--- src/rtl/cache_ctrl_pkg.sv ---
`default_nettype none
// ============================================================================
// Module      : cache_ctrl_pkg
// Description : Shared types and constants for the direct-mapped cache
//               controller: FSM encoding, status bits, default geometry.
// Revision    : 1.0 - initial release
// ============================================================================
package cache_ctrl_pkg;

  localparam int DEF_TAG_LEN    = 13;
  localparam int DEF_INDEX_LEN  = 10;
  localparam int DEF_OFFSET_LEN = 4;

  localparam int STATUS_W         = 3;
  localparam int STATUS_VALID_BIT = 0;
  localparam int STATUS_DIRTY_BIT = 1;

  localparam logic [STATUS_W-1:0] STATUS_VALID = 3'b001;
  localparam logic [STATUS_W-1:0] STATUS_DIRTY = 3'b010;

  typedef enum logic [2:0] {
    ST_IDLE      = 3'd0,
    ST_LOOKUP    = 3'd1,
    ST_WB        = 3'd2,
    ST_FILL_REQ  = 3'd3,
    ST_FILL_WAIT = 3'd4,
    ST_UPDATE    = 3'd5,
    ST_RESP      = 3'd6
  } state_t;

  // Line width in bits for a given byte-offset width (32-bit words).
  function automatic int line_width(input int offset_len);
    return 32 << (offset_len - 2);
  endfunction

endpackage
`default_nettype wire

--- src/rtl/cache_ctrl_if.sv ---
`default_nettype none
// ============================================================================
// Module      : cache_ctrl_if
// Description : Bus bundle of the cache controller: CPU request/response,
//               status/tag RAM, data RAM, line writeback and line fill.
// Revision    : 1.0 - initial release
// ============================================================================
interface cache_ctrl_if #(
  parameter int TAG_LEN    = cache_ctrl_pkg::DEF_TAG_LEN,
  parameter int INDEX_LEN  = cache_ctrl_pkg::DEF_INDEX_LEN,
  parameter int OFFSET_LEN = cache_ctrl_pkg::DEF_OFFSET_LEN
);
  localparam int LINE_W  = cache_ctrl_pkg::line_width(OFFSET_LEN);
  localparam int ADDR_W  = TAG_LEN + INDEX_LEN + OFFSET_LEN;
  localparam int MADDR_W = TAG_LEN + INDEX_LEN;

  logic                 req_valid;
  logic                 req_we;
  logic [ADDR_W-1:0]    req_addr;
  logic [31:0]          req_wdata;
  logic                 req_ready;
  logic                 resp_valid;
  logic [31:0]          resp_rdata;

  logic                 st_we;
  logic                 st_re;
  logic [INDEX_LEN-1:0] st_addr;
  logic [TAG_LEN-1:0]   st_tag_in;
  logic [2:0]           st_status_in;
  logic [TAG_LEN-1:0]   st_tag_out;
  logic [2:0]           st_status_out;

  logic                 d_we;
  logic                 d_re;
  logic [INDEX_LEN-1:0] d_addr;
  logic [LINE_W-1:0]    d_in;
  logic [LINE_W-1:0]    d_out;

  logic                 mem_wvalid;
  logic [MADDR_W-1:0]   mem_waddr;
  logic [LINE_W-1:0]    mem_wdata;
  logic                 mem_wready;

  logic                 mem_rvalid_req;
  logic [MADDR_W-1:0]   mem_raddr;
  logic                 mem_rready;
  logic                 mem_rvalid;
  logic [LINE_W-1:0]    mem_rdata;

  // Controller side
  modport master (
    input  req_valid, req_we, req_addr, req_wdata,
    output req_ready, resp_valid, resp_rdata,
    output st_we, st_re, st_addr, st_tag_in, st_status_in,
    input  st_tag_out, st_status_out,
    output d_we, d_re, d_addr, d_in,
    input  d_out,
    output mem_wvalid, mem_waddr, mem_wdata,
    input  mem_wready,
    output mem_rvalid_req, mem_raddr,
    input  mem_rready, mem_rvalid, mem_rdata
  );

  // CPU, RAM and memory side
  modport slave (
    output req_valid, req_we, req_addr, req_wdata,
    input  req_ready, resp_valid, resp_rdata,
    input  st_we, st_re, st_addr, st_tag_in, st_status_in,
    output st_tag_out, st_status_out,
    input  d_we, d_re, d_addr, d_in,
    output d_out,
    input  mem_wvalid, mem_waddr, mem_wdata,
    output mem_wready,
    input  mem_rvalid_req, mem_raddr,
    output mem_rready, mem_rvalid, mem_rdata
  );

endinterface
`default_nettype wire

--- src/rtl/cache_word_sel.sv ---
`default_nettype none
// ============================================================================
// Module      : cache_word_sel
// Description : Combinational 32-bit word extract from a cache line and
//               word merge into a line, selected by the word offset.
// Revision    : 1.0 - initial release
// ============================================================================
module cache_word_sel
  import cache_ctrl_pkg::*;
#(
  parameter int OFFSET_LEN = DEF_OFFSET_LEN
) (
  input  logic [line_width(OFFSET_LEN)-1:0] i_line,
  input  logic [OFFSET_LEN-3:0]             i_wsel,
  input  logic [31:0]                       i_wdata,
  output logic [31:0]                       o_word,
  output logic [line_width(OFFSET_LEN)-1:0] o_merged
);
  localparam int WSEL_W = OFFSET_LEN - 2;
  localparam int NWORDS = 1 << WSEL_W;

  logic [31:0] w_words [NWORDS];

  for (genvar g = 0; g < NWORDS; g++) begin : g_word
    assign w_words[g]           = i_line[g*32 +: 32];
    assign o_merged[g*32 +: 32] = (i_wsel == WSEL_W'(g)) ? i_wdata : i_line[g*32 +: 32];
  end

  assign o_word = w_words[i_wsel];

endmodule
`default_nettype wire

--- src/rtl/cache_ctrl.sv ---
`default_nettype none
// ============================================================================
// Module      : cache_ctrl
// Description : Direct-mapped, write-back, write-allocate cache controller.
//               Define CACHE_CTRL_STATS_EN to add hit/miss counters.
// Revision    : 1.0 - initial release
// ============================================================================
module cache_ctrl
  import cache_ctrl_pkg::*;
#(
  parameter int TAG_LEN    = DEF_TAG_LEN,
  parameter int INDEX_LEN  = DEF_INDEX_LEN,
  parameter int OFFSET_LEN = DEF_OFFSET_LEN
) (
  input  logic        clk,
  input  logic        reset,
`ifdef CACHE_CTRL_STATS_EN
  output logic [31:0] hit_cnt,
  output logic [31:0] miss_cnt,
`endif
  cache_ctrl_if.master bus
);
  localparam int LINE_W = line_width(OFFSET_LEN);
  localparam int ADDR_W = TAG_LEN + INDEX_LEN + OFFSET_LEN;
  localparam int WSEL_W = OFFSET_LEN - 2;

  state_t               r_state;
  state_t               w_next;

  logic                 r_we;
  logic [TAG_LEN-1:0]   r_tag;
  logic [INDEX_LEN-1:0] r_index;
  logic [WSEL_W-1:0]    r_wsel;
  logic [31:0]          r_wdata;
  logic [LINE_W-1:0]    r_line;
  logic [TAG_LEN-1:0]   r_old_tag;
  logic [31:0]          r_rdata;

  logic [INDEX_LEN-1:0] w_req_index;
  logic                 w_hit;
  logic                 w_victim_dirty;
  logic [LINE_W-1:0]    w_sel_line;
  logic [31:0]          w_word;
  logic [LINE_W-1:0]    w_merged;

  assign w_req_index    = bus.req_addr[OFFSET_LEN +: INDEX_LEN];
  assign w_hit          = bus.st_status_out[STATUS_VALID_BIT] && (bus.st_tag_out == r_tag);
  assign w_victim_dirty = bus.st_status_out[STATUS_VALID_BIT] && bus.st_status_out[STATUS_DIRTY_BIT];

  // LOOKUP works on the line just read from RAM; UPDATE on the fetched line.
  assign w_sel_line = (r_state == ST_LOOKUP) ? bus.d_out : r_line;

  cache_word_sel #(
    .OFFSET_LEN (OFFSET_LEN)
  ) u_word_sel (
    .i_line   (w_sel_line),
    .i_wsel   (r_wsel),
    .i_wdata  (r_wdata),
    .o_word   (w_word),
    .o_merged (w_merged)
  );

  always_ff @(posedge clk or negedge reset) begin
    if (!reset) begin
      r_state <= ST_IDLE;
    end else begin
      r_state <= w_next;
    end
  end

  always_comb begin
    w_next             = r_state;
    bus.req_ready      = 1'b0;
    bus.resp_valid     = 1'b0;
    bus.resp_rdata     = '0;
    bus.st_we          = 1'b0;
    bus.st_re          = 1'b0;
    bus.st_addr        = '0;
    bus.st_tag_in      = '0;
    bus.st_status_in   = '0;
    bus.d_we           = 1'b0;
    bus.d_re           = 1'b0;
    bus.d_addr         = '0;
    bus.d_in           = '0;
    bus.mem_wvalid     = 1'b0;
    bus.mem_waddr      = '0;
    bus.mem_wdata      = '0;
    bus.mem_rvalid_req = 1'b0;
    bus.mem_raddr      = '0;

    case (r_state)
      ST_IDLE: begin
        bus.req_ready = 1'b1;
        if (bus.req_valid) begin
          bus.st_re   = 1'b1;
          bus.d_re    = 1'b1;
          bus.st_addr = w_req_index;
          bus.d_addr  = w_req_index;
          w_next      = ST_LOOKUP;
        end
      end

      ST_LOOKUP: begin
        if (w_hit) begin
          if (r_we) begin
            bus.st_we        = 1'b1;
            bus.d_we         = 1'b1;
            bus.st_addr      = r_index;
            bus.d_addr       = r_index;
            bus.st_tag_in    = r_tag;
            bus.st_status_in = STATUS_VALID | STATUS_DIRTY;
            bus.d_in         = w_merged;
          end
          w_next = ST_RESP;
        end else if (w_victim_dirty) begin
          w_next = ST_WB;
        end else begin
          w_next = ST_FILL_REQ;
        end
      end

      ST_WB: begin
        bus.mem_wvalid = 1'b1;
        bus.mem_waddr  = {r_old_tag, r_index};
        bus.mem_wdata  = r_line;
        if (bus.mem_wready) begin
          w_next = ST_FILL_REQ;
        end
      end

      ST_FILL_REQ: begin
        bus.mem_rvalid_req = 1'b1;
        bus.mem_raddr      = {r_tag, r_index};
        if (bus.mem_rready) begin
          w_next = ST_FILL_WAIT;
        end
      end

      ST_FILL_WAIT: begin
        if (bus.mem_rvalid) begin
          w_next = ST_UPDATE;
        end
      end

      ST_UPDATE: begin
        bus.st_we        = 1'b1;
        bus.d_we         = 1'b1;
        bus.st_addr      = r_index;
        bus.d_addr       = r_index;
        bus.st_tag_in    = r_tag;
        bus.st_status_in = r_we ? (STATUS_VALID | STATUS_DIRTY) : STATUS_VALID;
        bus.d_in         = r_we ? w_merged : r_line;
        w_next           = ST_RESP;
      end

      ST_RESP: begin
        bus.resp_valid = 1'b1;
        bus.resp_rdata = r_rdata;
        w_next         = ST_IDLE;
      end

      default: begin
        w_next = ST_IDLE;
      end
    endcase
  end

  // Request capture and line/response datapath
  always_ff @(posedge clk or negedge reset) begin
    if (!reset) begin
      r_we      <= 1'b0;
      r_tag     <= '0;
      r_index   <= '0;
      r_wsel    <= '0;
      r_wdata   <= '0;
      r_line    <= '0;
      r_old_tag <= '0;
      r_rdata   <= '0;
    end else begin
      case (r_state)
        ST_IDLE: begin
          if (bus.req_valid) begin
            r_we    <= bus.req_we;
            r_tag   <= bus.req_addr[ADDR_W-1 -: TAG_LEN];
            r_index <= w_req_index;
            r_wsel  <= bus.req_addr[OFFSET_LEN-1:2];
            r_wdata <= bus.req_wdata;
          end
        end
        ST_LOOKUP: begin
          if (w_hit) begin
            r_rdata <= r_we ? 32'd0 : w_word;
          end else begin
            r_line    <= bus.d_out;
            r_old_tag <= bus.st_tag_out;
          end
        end
        ST_FILL_WAIT: begin
          if (bus.mem_rvalid) begin
            r_line <= bus.mem_rdata;
          end
        end
        ST_UPDATE: begin
          r_rdata <= r_we ? 32'd0 : w_word;
        end
        default: begin
        end
      endcase
    end
  end

`ifdef CACHE_CTRL_STATS_EN
  logic [31:0] r_hit_cnt;
  logic [31:0] r_miss_cnt;

  always_ff @(posedge clk or negedge reset) begin
    if (!reset) begin
      r_hit_cnt  <= '0;
      r_miss_cnt <= '0;
    end else if (r_state == ST_LOOKUP) begin
      if (w_hit) begin
        r_hit_cnt <= r_hit_cnt + 32'd1;
      end else begin
        r_miss_cnt <= r_miss_cnt + 32'd1;
      end
    end
  end

  assign hit_cnt  = r_hit_cnt;
  assign miss_cnt = r_miss_cnt;
`endif

endmodule
`default_nettype wire

--- src/flat_wrapper.sv ---
// flat-port wrapper written by rule: the top's interface ports become plain ports
module cache_ctrl_flat import cache_ctrl_pkg::*;
#(
  parameter int TAG_LEN    = DEF_TAG_LEN,
  parameter int INDEX_LEN  = DEF_INDEX_LEN,
  parameter int OFFSET_LEN = DEF_OFFSET_LEN
)
  (clk, reset, bus_req_valid, bus_req_we, bus_req_addr, bus_req_wdata, bus_req_ready, bus_resp_valid, bus_resp_rdata, bus_st_we, bus_st_re, bus_st_addr, bus_st_tag_in, bus_st_status_in, bus_st_tag_out, bus_st_status_out, bus_d_we, bus_d_re, bus_d_addr, bus_d_in, bus_d_out, bus_mem_wvalid, bus_mem_waddr, bus_mem_wdata, bus_mem_wready, bus_mem_rvalid_req, bus_mem_raddr, bus_mem_rready, bus_mem_rvalid, bus_mem_rdata);
  cache_ctrl_if #(.TAG_LEN(TAG_LEN), .INDEX_LEN(INDEX_LEN), .OFFSET_LEN(OFFSET_LEN)) bus_i ();
  input  logic clk;
  input  logic reset;
  input wire logic [$bits(bus_i.req_valid)-1:0] bus_req_valid;
  input wire logic [$bits(bus_i.req_we)-1:0] bus_req_we;
  input wire logic [$bits(bus_i.req_addr)-1:0] bus_req_addr;
  input wire logic [$bits(bus_i.req_wdata)-1:0] bus_req_wdata;
  output wire logic [$bits(bus_i.req_ready)-1:0] bus_req_ready;
  output wire logic [$bits(bus_i.resp_valid)-1:0] bus_resp_valid;
  output wire logic [$bits(bus_i.resp_rdata)-1:0] bus_resp_rdata;
  output wire logic [$bits(bus_i.st_we)-1:0] bus_st_we;
  output wire logic [$bits(bus_i.st_re)-1:0] bus_st_re;
  output wire logic [$bits(bus_i.st_addr)-1:0] bus_st_addr;
  output wire logic [$bits(bus_i.st_tag_in)-1:0] bus_st_tag_in;
  output wire logic [$bits(bus_i.st_status_in)-1:0] bus_st_status_in;
  input wire logic [$bits(bus_i.st_tag_out)-1:0] bus_st_tag_out;
  input wire logic [$bits(bus_i.st_status_out)-1:0] bus_st_status_out;
  output wire logic [$bits(bus_i.d_we)-1:0] bus_d_we;
  output wire logic [$bits(bus_i.d_re)-1:0] bus_d_re;
  output wire logic [$bits(bus_i.d_addr)-1:0] bus_d_addr;
  output wire logic [$bits(bus_i.d_in)-1:0] bus_d_in;
  input wire logic [$bits(bus_i.d_out)-1:0] bus_d_out;
  output wire logic [$bits(bus_i.mem_wvalid)-1:0] bus_mem_wvalid;
  output wire logic [$bits(bus_i.mem_waddr)-1:0] bus_mem_waddr;
  output wire logic [$bits(bus_i.mem_wdata)-1:0] bus_mem_wdata;
  input wire logic [$bits(bus_i.mem_wready)-1:0] bus_mem_wready;
  output wire logic [$bits(bus_i.mem_rvalid_req)-1:0] bus_mem_rvalid_req;
  output wire logic [$bits(bus_i.mem_raddr)-1:0] bus_mem_raddr;
  input wire logic [$bits(bus_i.mem_rready)-1:0] bus_mem_rready;
  input wire logic [$bits(bus_i.mem_rvalid)-1:0] bus_mem_rvalid;
  input wire logic [$bits(bus_i.mem_rdata)-1:0] bus_mem_rdata;
  assign bus_i.req_valid = bus_req_valid;
  assign bus_i.req_we = bus_req_we;
  assign bus_i.req_addr = bus_req_addr;
  assign bus_i.req_wdata = bus_req_wdata;
  assign bus_req_ready = bus_i.req_ready;
  assign bus_resp_valid = bus_i.resp_valid;
  assign bus_resp_rdata = bus_i.resp_rdata;
  assign bus_st_we = bus_i.st_we;
  assign bus_st_re = bus_i.st_re;
  assign bus_st_addr = bus_i.st_addr;
  assign bus_st_tag_in = bus_i.st_tag_in;
  assign bus_st_status_in = bus_i.st_status_in;
  assign bus_i.st_tag_out = bus_st_tag_out;
  assign bus_i.st_status_out = bus_st_status_out;
  assign bus_d_we = bus_i.d_we;
  assign bus_d_re = bus_i.d_re;
  assign bus_d_addr = bus_i.d_addr;
  assign bus_d_in = bus_i.d_in;
  assign bus_i.d_out = bus_d_out;
  assign bus_mem_wvalid = bus_i.mem_wvalid;
  assign bus_mem_waddr = bus_i.mem_waddr;
  assign bus_mem_wdata = bus_i.mem_wdata;
  assign bus_i.mem_wready = bus_mem_wready;
  assign bus_mem_rvalid_req = bus_i.mem_rvalid_req;
  assign bus_mem_raddr = bus_i.mem_raddr;
  assign bus_i.mem_rready = bus_mem_rready;
  assign bus_i.mem_rvalid = bus_mem_rvalid;
  assign bus_i.mem_rdata = bus_mem_rdata;
  cache_ctrl #(.TAG_LEN(TAG_LEN), .INDEX_LEN(INDEX_LEN), .OFFSET_LEN(OFFSET_LEN)) u_core (.clk(clk), .reset(reset), .bus(bus_i));
endmodule
--- config.mk ---
export PLATFORM = sky130hd
export DESIGN_NAME = cache_ctrl_flat
export DESIGN_NICKNAME = d
export VERILOG_FILES = /design/src/rtl/cache_ctrl_pkg.sv /design/src/rtl/cache_ctrl_if.sv /design/src/rtl/cache_word_sel.sv /design/src/rtl/cache_ctrl.sv /design/src/flat_wrapper.sv
export SDC_FILE = /design/constraint.sdc
export NUM_CORES = 1
export LEC_CHECK = 0
export BUFFER_PORTS_ARGS = -buffer_cell sky130_fd_sc_hd__buf_2
export CAP_MARGIN = 5
export CORE_AREA = 2 2 278 280
export CTS_BUF_LIST = sky130_fd_sc_hd__clkbuf_2 sky130_fd_sc_hd__clkbuf_4 sky130_fd_sc_hd__clkbuf_8
export DETAILED_ROUTE_END_ITERATION = 7
export DIE_AREA = 0 0 280 282
export PLACE_DENSITY_LB_ADDON = 0.08
export SETUP_SLACK_MARGIN = 0.15
export SYNTH_ARGS = -nofsm -noshare
export SYNTH_HDL_FRONTEND = slang
export SYNTH_SLANG_ARGS = --single-unit
--- constraint.sdc ---
create_clock -name clk -period 2.1 [get_ports clk]
set_input_delay 0.21 -clock clk [delete_from_list [all_inputs] [get_ports clk]]
set_output_delay 0.21 -clock clk [all_outputs]
set_load 0.1 [all_outputs]
; Word-level counts from Yosys, hierarchy flattened
; Index checks and enable logic that the tools add are counted.
[word_totals]
mem_bits_ro = 0
reg_bits = 234
input_bits = 338
latch_bits = 0
output_inout_bits = 378
memories = 0
ram_bits = 0
wordCells = 88
[op_classes]
shifts = 0
order_cmp = 1
reduce_logical = 11
n_addsub = 0
n_div = 0
n_eq_ne = 16
bitwise = 2
n_mul = 0
mux = 49
[ops]
columns = op, n
row1 = $mux 128, 7
row2 = $pmux 128 s2, 2
row3 = $mux 32, 9
row4 = $bmux 32 s2, 1
row5 = $pmux 32 s2, 1
row6 = $mux 23, 2
row7 = $mux 10, 3
row8 = $pmux 10 s3, 1
row9 = $mux 13, 2
row10 = $pmux 13 s2, 1
row11 = $mux 3, 6
row12 = $pmux 3 s6, 1
row13 = $eq 13x13->1, 1
row14 = $ne 2x2->1 const B, 5
row15 = $eq 3x3->1 const B, 3
row16 = $mux 1, 9
row17 = $eq 3x2->1 const B, 2
row18 = $pmux 3 s2, 1
row19 = $reduce_and 2->1, 3
row20 = $eq 2x2->1 const B, 2
row21 = $mux 2, 2
row22 = $reduce_and 4->1, 1
row23 = $reduce_bool 2->1, 2
row24 = $eq 3x1->1 const B, 1
row25 = 10 further kinds, 11

; Longest topological paths before layout
[logic_depth]
word_depth = 8
mapped_depth = 11
ltp_nobuf = 6

; Cells and area by module
; Synthesis repeated with hierarchy kept, for this count alone.
[unflattened]
hier_cells = 1786
area_unflattened_um2 = 17883.4
[modules_own_cells]
columns = mod, instances, cells_per_inst, seq_area_each_um2, area_per_inst_um2
row1 = cache_ctrl, 1, 1600, 5855.6, 15492.4
row2 = cache_word_sel, 1, 186, 0.0, 2391.0

; Worst setup path before layout
; No wires, ideal clock.
[synth_timing]
kind = register to output
start = register u_core.r_tag[8]
end = output port bus_d_in[59]
t_required_ns = 1.890
path_stages_with_launch = 9
path_buffers = 3
t_arrival_ns = 4.007
slack_ns = -2.117
path_cell_list = dfrtp_1 > xnor2_1 > nand4_1 > nor4_2 > a22oi_1 > buf_2 > buf_2 > buf_1 > a211oi_1
[synth_via]
elab_chain_cells = 4
[synth_lines]
columns = item, line_no
row1 = from (decl), cache_ctrl.sv:31  ; logic [TAG_LEN-1:0] r_tag;
row2 = from (signal assigned), cache_ctrl.sv:184  ; r_tag <= bus.req_addr[ADDR_W-1 -: TAG_LEN];
row3 = $eq 13x13->1, cache_ctrl.sv:47  ; assign w_hit = bus.st_status_out[STATUS_VALID_BIT] && (bus.st_tag_out == r_tag);
row4 = $logic_and 1x1->1, cache_ctrl.sv:47
row5 = $mux 128, cache_ctrl.sv:104  ; if (w_hit) begin
row6 = $pmux 128 s2, cache_ctrl.sv:91  ; case (r_state)
row7 = to (decl), flat_wrapper.sv:29  ; output wire logic [$bits(bus_i.d_in)-1:0] bus_d_in;
; Every way passes these cells.

; Final worst setup path
[layout_timing]
start = register u_core.r_tag[6]
end = output port bus_d_addr[0]
[layout_via]
elab_chain_cells = 4
[layout_lines]
columns = item, line_no
row1 = $eq 13x13->1, cache_ctrl.sv:47
row2 = $logic_and 1x1->1, cache_ctrl.sv:47
row3 = $mux 10, cache_ctrl.sv:104
row4 = $pmux 10 s3, cache_ctrl.sv:91
row5 = to (decl), flat_wrapper.sv:28  ; output wire logic [$bits(bus_i.d_addr)-1:0] bus_d_addr;
; Every way passes these cells.

==> results.md <==
- EDFF count, synth: 0
- Largest net degree at the start of global routing: 86
- Clock root cell: clkbuf_8
- Slew headroom: 0.447
- Largest family of logic cells by synthesized area: multiplexers
- Post-Syn Nets: 1894
- Hold Crit Class: in -> reg
- Final Hold Vio Count: 0
- P_leak: 15.0 nW
- Finished Cell Area: 36000 um^2
- Clock buffer depth: 3
- CTS tree: yes
- Yosys warnings: 0
- Vias in the first global route: 20911
- Worst-path clk slew: 60 ps
- Final ANT Viol Nets: 0
- Status: complete, but fails checks
- Critical Path Start Type: register
- Max Clk Rate: 327 MHz
- Post-Route WL: 103 mm
- RSZ-0062 raised after global routing: yes
- Post-synthesis simple-gate area fraction: 0.124
- Non-Filler Instances: 3753
- Crit path DAT: 2850 ps
- Failing checks: setup timing
- Setup violations, final: 581
- Min Hold Slack: 65.7 ps
- Drt pass-1 iters: 5
- Crit path capture type: output port
- Top Ports: 716
- Synth cell types: 40
- Layout Nets: 3067
- Initial antenna violation count: 5
- Crit Path Category: reg -> out
- Worst-path fanout max: 25
- Period minus WS final: 3060 ps
- Max Slew Vio Count: 0
- GRT overflow: 0
- Die Footprint: 79000 um^2
- Max Cap Violations: 0
- Latest clock arrival within the worst-skew pair: 630 ps
- CTS buffer count: 49
- HPWL after DPL: 77.6 mm
- DR WL/cell: 27.4 um
- Synth Area in XOR/XNOR: 0.00684
- Ys async rst share: 1.00
- Placed Cells incl. Taps: 3307
- Core area: 75700 um^2
- FF-to-FF path depth: 16
- Initial drt markers: 1066
- Post-synthesis cell count: 1556
- PD cells: 1780 nW/um^2
- Post-DP Area: 30900 um^2
- First-pass GRT wire length: 147 mm
- Mux cell area share after synthesis: 0.330
- Drt drc: 0
- Synth Register Bits: 234
- Area Overhead vs Synth: 116%
- Worst hold path depth: 3
- Hold Startpoint: bus_d_out[95]
- Initial Util: 0.220
- Critical R2R Launch: u_core.r_tag[6]
- Share of layout cells above drive strength 1: 0.665
- Worst-margin pin slew: 829 ps
- GPL Wtd Cong: 0.868
- Clock skew: 23.4 ps
- Post-layout util: 0.475
- Worst VDD drop: 1090 uV
- Clk sinks: 234
- Final period utilization: 1.46
- Post-Synth Adder-Cell Area: 0
- Reg2reg setup slack: -900 ps
- Gr usage total: 0.254
- Most frequent cells in the layout: 439 x buf_12, 333 x buf_2, 328 x dlygate4sd3_1, 254 x mux2_2, 231 x dfrtp_1
- Final setup margin: -956 ps
- H-tree depth: 2
- Post-Syn Area: 16700 um^2
- Critical path required time: 1890 ps
- Vias per cell: 5.02
- RR Endpoint: u_core.r_line[126]
- Post-synth top flop: dfrtp_1
- WHS Endpoint: u_core.r_line[95]
- Avg Cell Area, Syn: 10.7 um^2
- Post-synthesis compound-gate area fraction: 0.135
- Commonest non-fill, non-tap cell in the layout: buf_12
- Die span in y: 282 um
- Row cnt: 101
- I/O Buffers: 711
- Die X: 280 um
- Seq/Total Area, Yosys: 0.352
- Vias post-DR: 18837
==> cell usage after synthesis, types with 2 or more instances <==
master | count | share of area
nand2b_1 | 3 | 0.0011
buf_6 | 7 | 0.0047
buf_4 | 18 | 0.0081
a221o_1 | 2 | 0.0012
buf_1 | 9 | 0.0020
dfrtp_1 | 234 | 0.35
a22o_1 | 42 | 0.022
a21boi_1 | 3 | 0.0014
nor2b_1 | 4 | 0.0015
nand2_1 | 12 | 0.0027
and2_1 | 70 | 0.026
a211oi_1 | 127 | 0.057
mux2_1 | 42 | 0.028
mux4_2 | 64 | 0.087
and3_1 | 151 | 0.057
o21a_1 | 2 | 0.00090
o22ai_1 | 127 | 0.048
clkbuf_1 | 121 | 0.027
mux2_2 | 317 | 0.21
xnor2_1 | 13 | 0.0068
nand4_1 | 3 | 0.0011
nor2_1 | 135 | 0.030
buf_2 | 32 | 0.0096
nor2b_4 | 2 | 0.0017
==> layer usage <==
| metal | vias to the layer above | global-route usage | wire [um] |
|---|---|---|---|
| li1 | 8237 | - | - |
| met1 | 9505 | 0.306 | 40300 |
| met2 | 889 | 0.436 | 50700 |
| met3 | 206 | 0.0640 | 7800 |
| met4 | 0 | 0.0939 | 4000 |
| met5 | - | 0 | 0 |
==> cell families after synthesis <==
group / count (synthesis)
buf+inv: 188
compound gates: 311
flops: 234
mux: 424
other cells: 1
simple gates: 385
xor+xnor: 13
==> through the flow <==
stage / setup slack (ps) / setup TNS (ps) / power (mW)
2_1_floorplan: -1940 / -174850 / 39.1
3_3_place_gp: -574 / -115900 / 56.7
3_5_place_dp: -559 / -116530 / 56.8
4_1_cts: -1070 / -440090 / 64.0
5_1_grt: -1150 / -481300 / 66.2
6_report: -956 / -400030 / 63.8
==> worst max-delay path by stage <==
stage | start | endpoint | slack [ps] | depth (start not counted)
final | u_core.r_tag[6] | bus_d_addr[0] | -960 | 10
after global routing | u_core.r_tag[4] | bus_d_in[109] | -1150 | 10
after CTS | u_core.r_tag[4] | bus_d_in[119] | -1070 | 10
after detailed placement | u_core.r_tag[4] | bus_d_in[15] | -560 | 10
after global placement | u_core.r_tag[4] | bus_d_in[15] | -570 | 10
after floorplan | u_core.r_tag[3] | bus_d_in[106] | -1940 | 7
==> cell type report <==
cell class | count | area [um^2]
Clock inverter | 10 | 53.8
Antenna cell | 6 | 15.0
Clock buffer | 81 | 1020
Sequential cell | 234 | 5870
Inverter | 1 | 3.75
Multi-Input combinational cell | 1134 | 12300
Fill cell | 6798 | 39700
Timing Repair Buffer | 1309 | 15500
Tap cell | 978 | 1220
==> power breakdown <==
part / switching [mW] / leakage (nW) / internal [mW] / total, mW
combinational: 28.7 / 11.7 / 20.1 / 48.8
clock: 2.31 / 0.583 / 3.06 / 5.37
sequential: 2.91 / 2.79 / 6.80 / 9.71
==> what timing repair did <==
action | 4_1_cts | 5_1_grt
setup endpoints to repair | 607 | 609
cloned | 3 | 0
hold buffers | 328 | 0
hold endpoints to repair | 258 | 0
pin swaps | 9 | 4
setup buffers | 16 | 2
resized for setup | 64 | 23
==> worst max-delay path: stages, from the launching register on <==
cell and delay (ps):
dfrtp_1 440, xnor2_2 160, nand4_1 150, nor4_2 60
buf_4 140, a22oi_2 170, buf_12 280, inv_1 120
buf_12 180, a22o_4 300, buf_12 170
==> state kept, by name (all words and copies together) (netlist names) <==
name / count
u_core.r_rdata: 32
u_core.r_old_tag: 13
u_core.r_state: 3
u_core.r_we: 1
u_core.r_tag: 13
u_core.r_line: 128
u_core.r_index: 10
u_core.r_wdata: 32
u_core.r_wsel: 2
(Power assumes the default switching activity.)
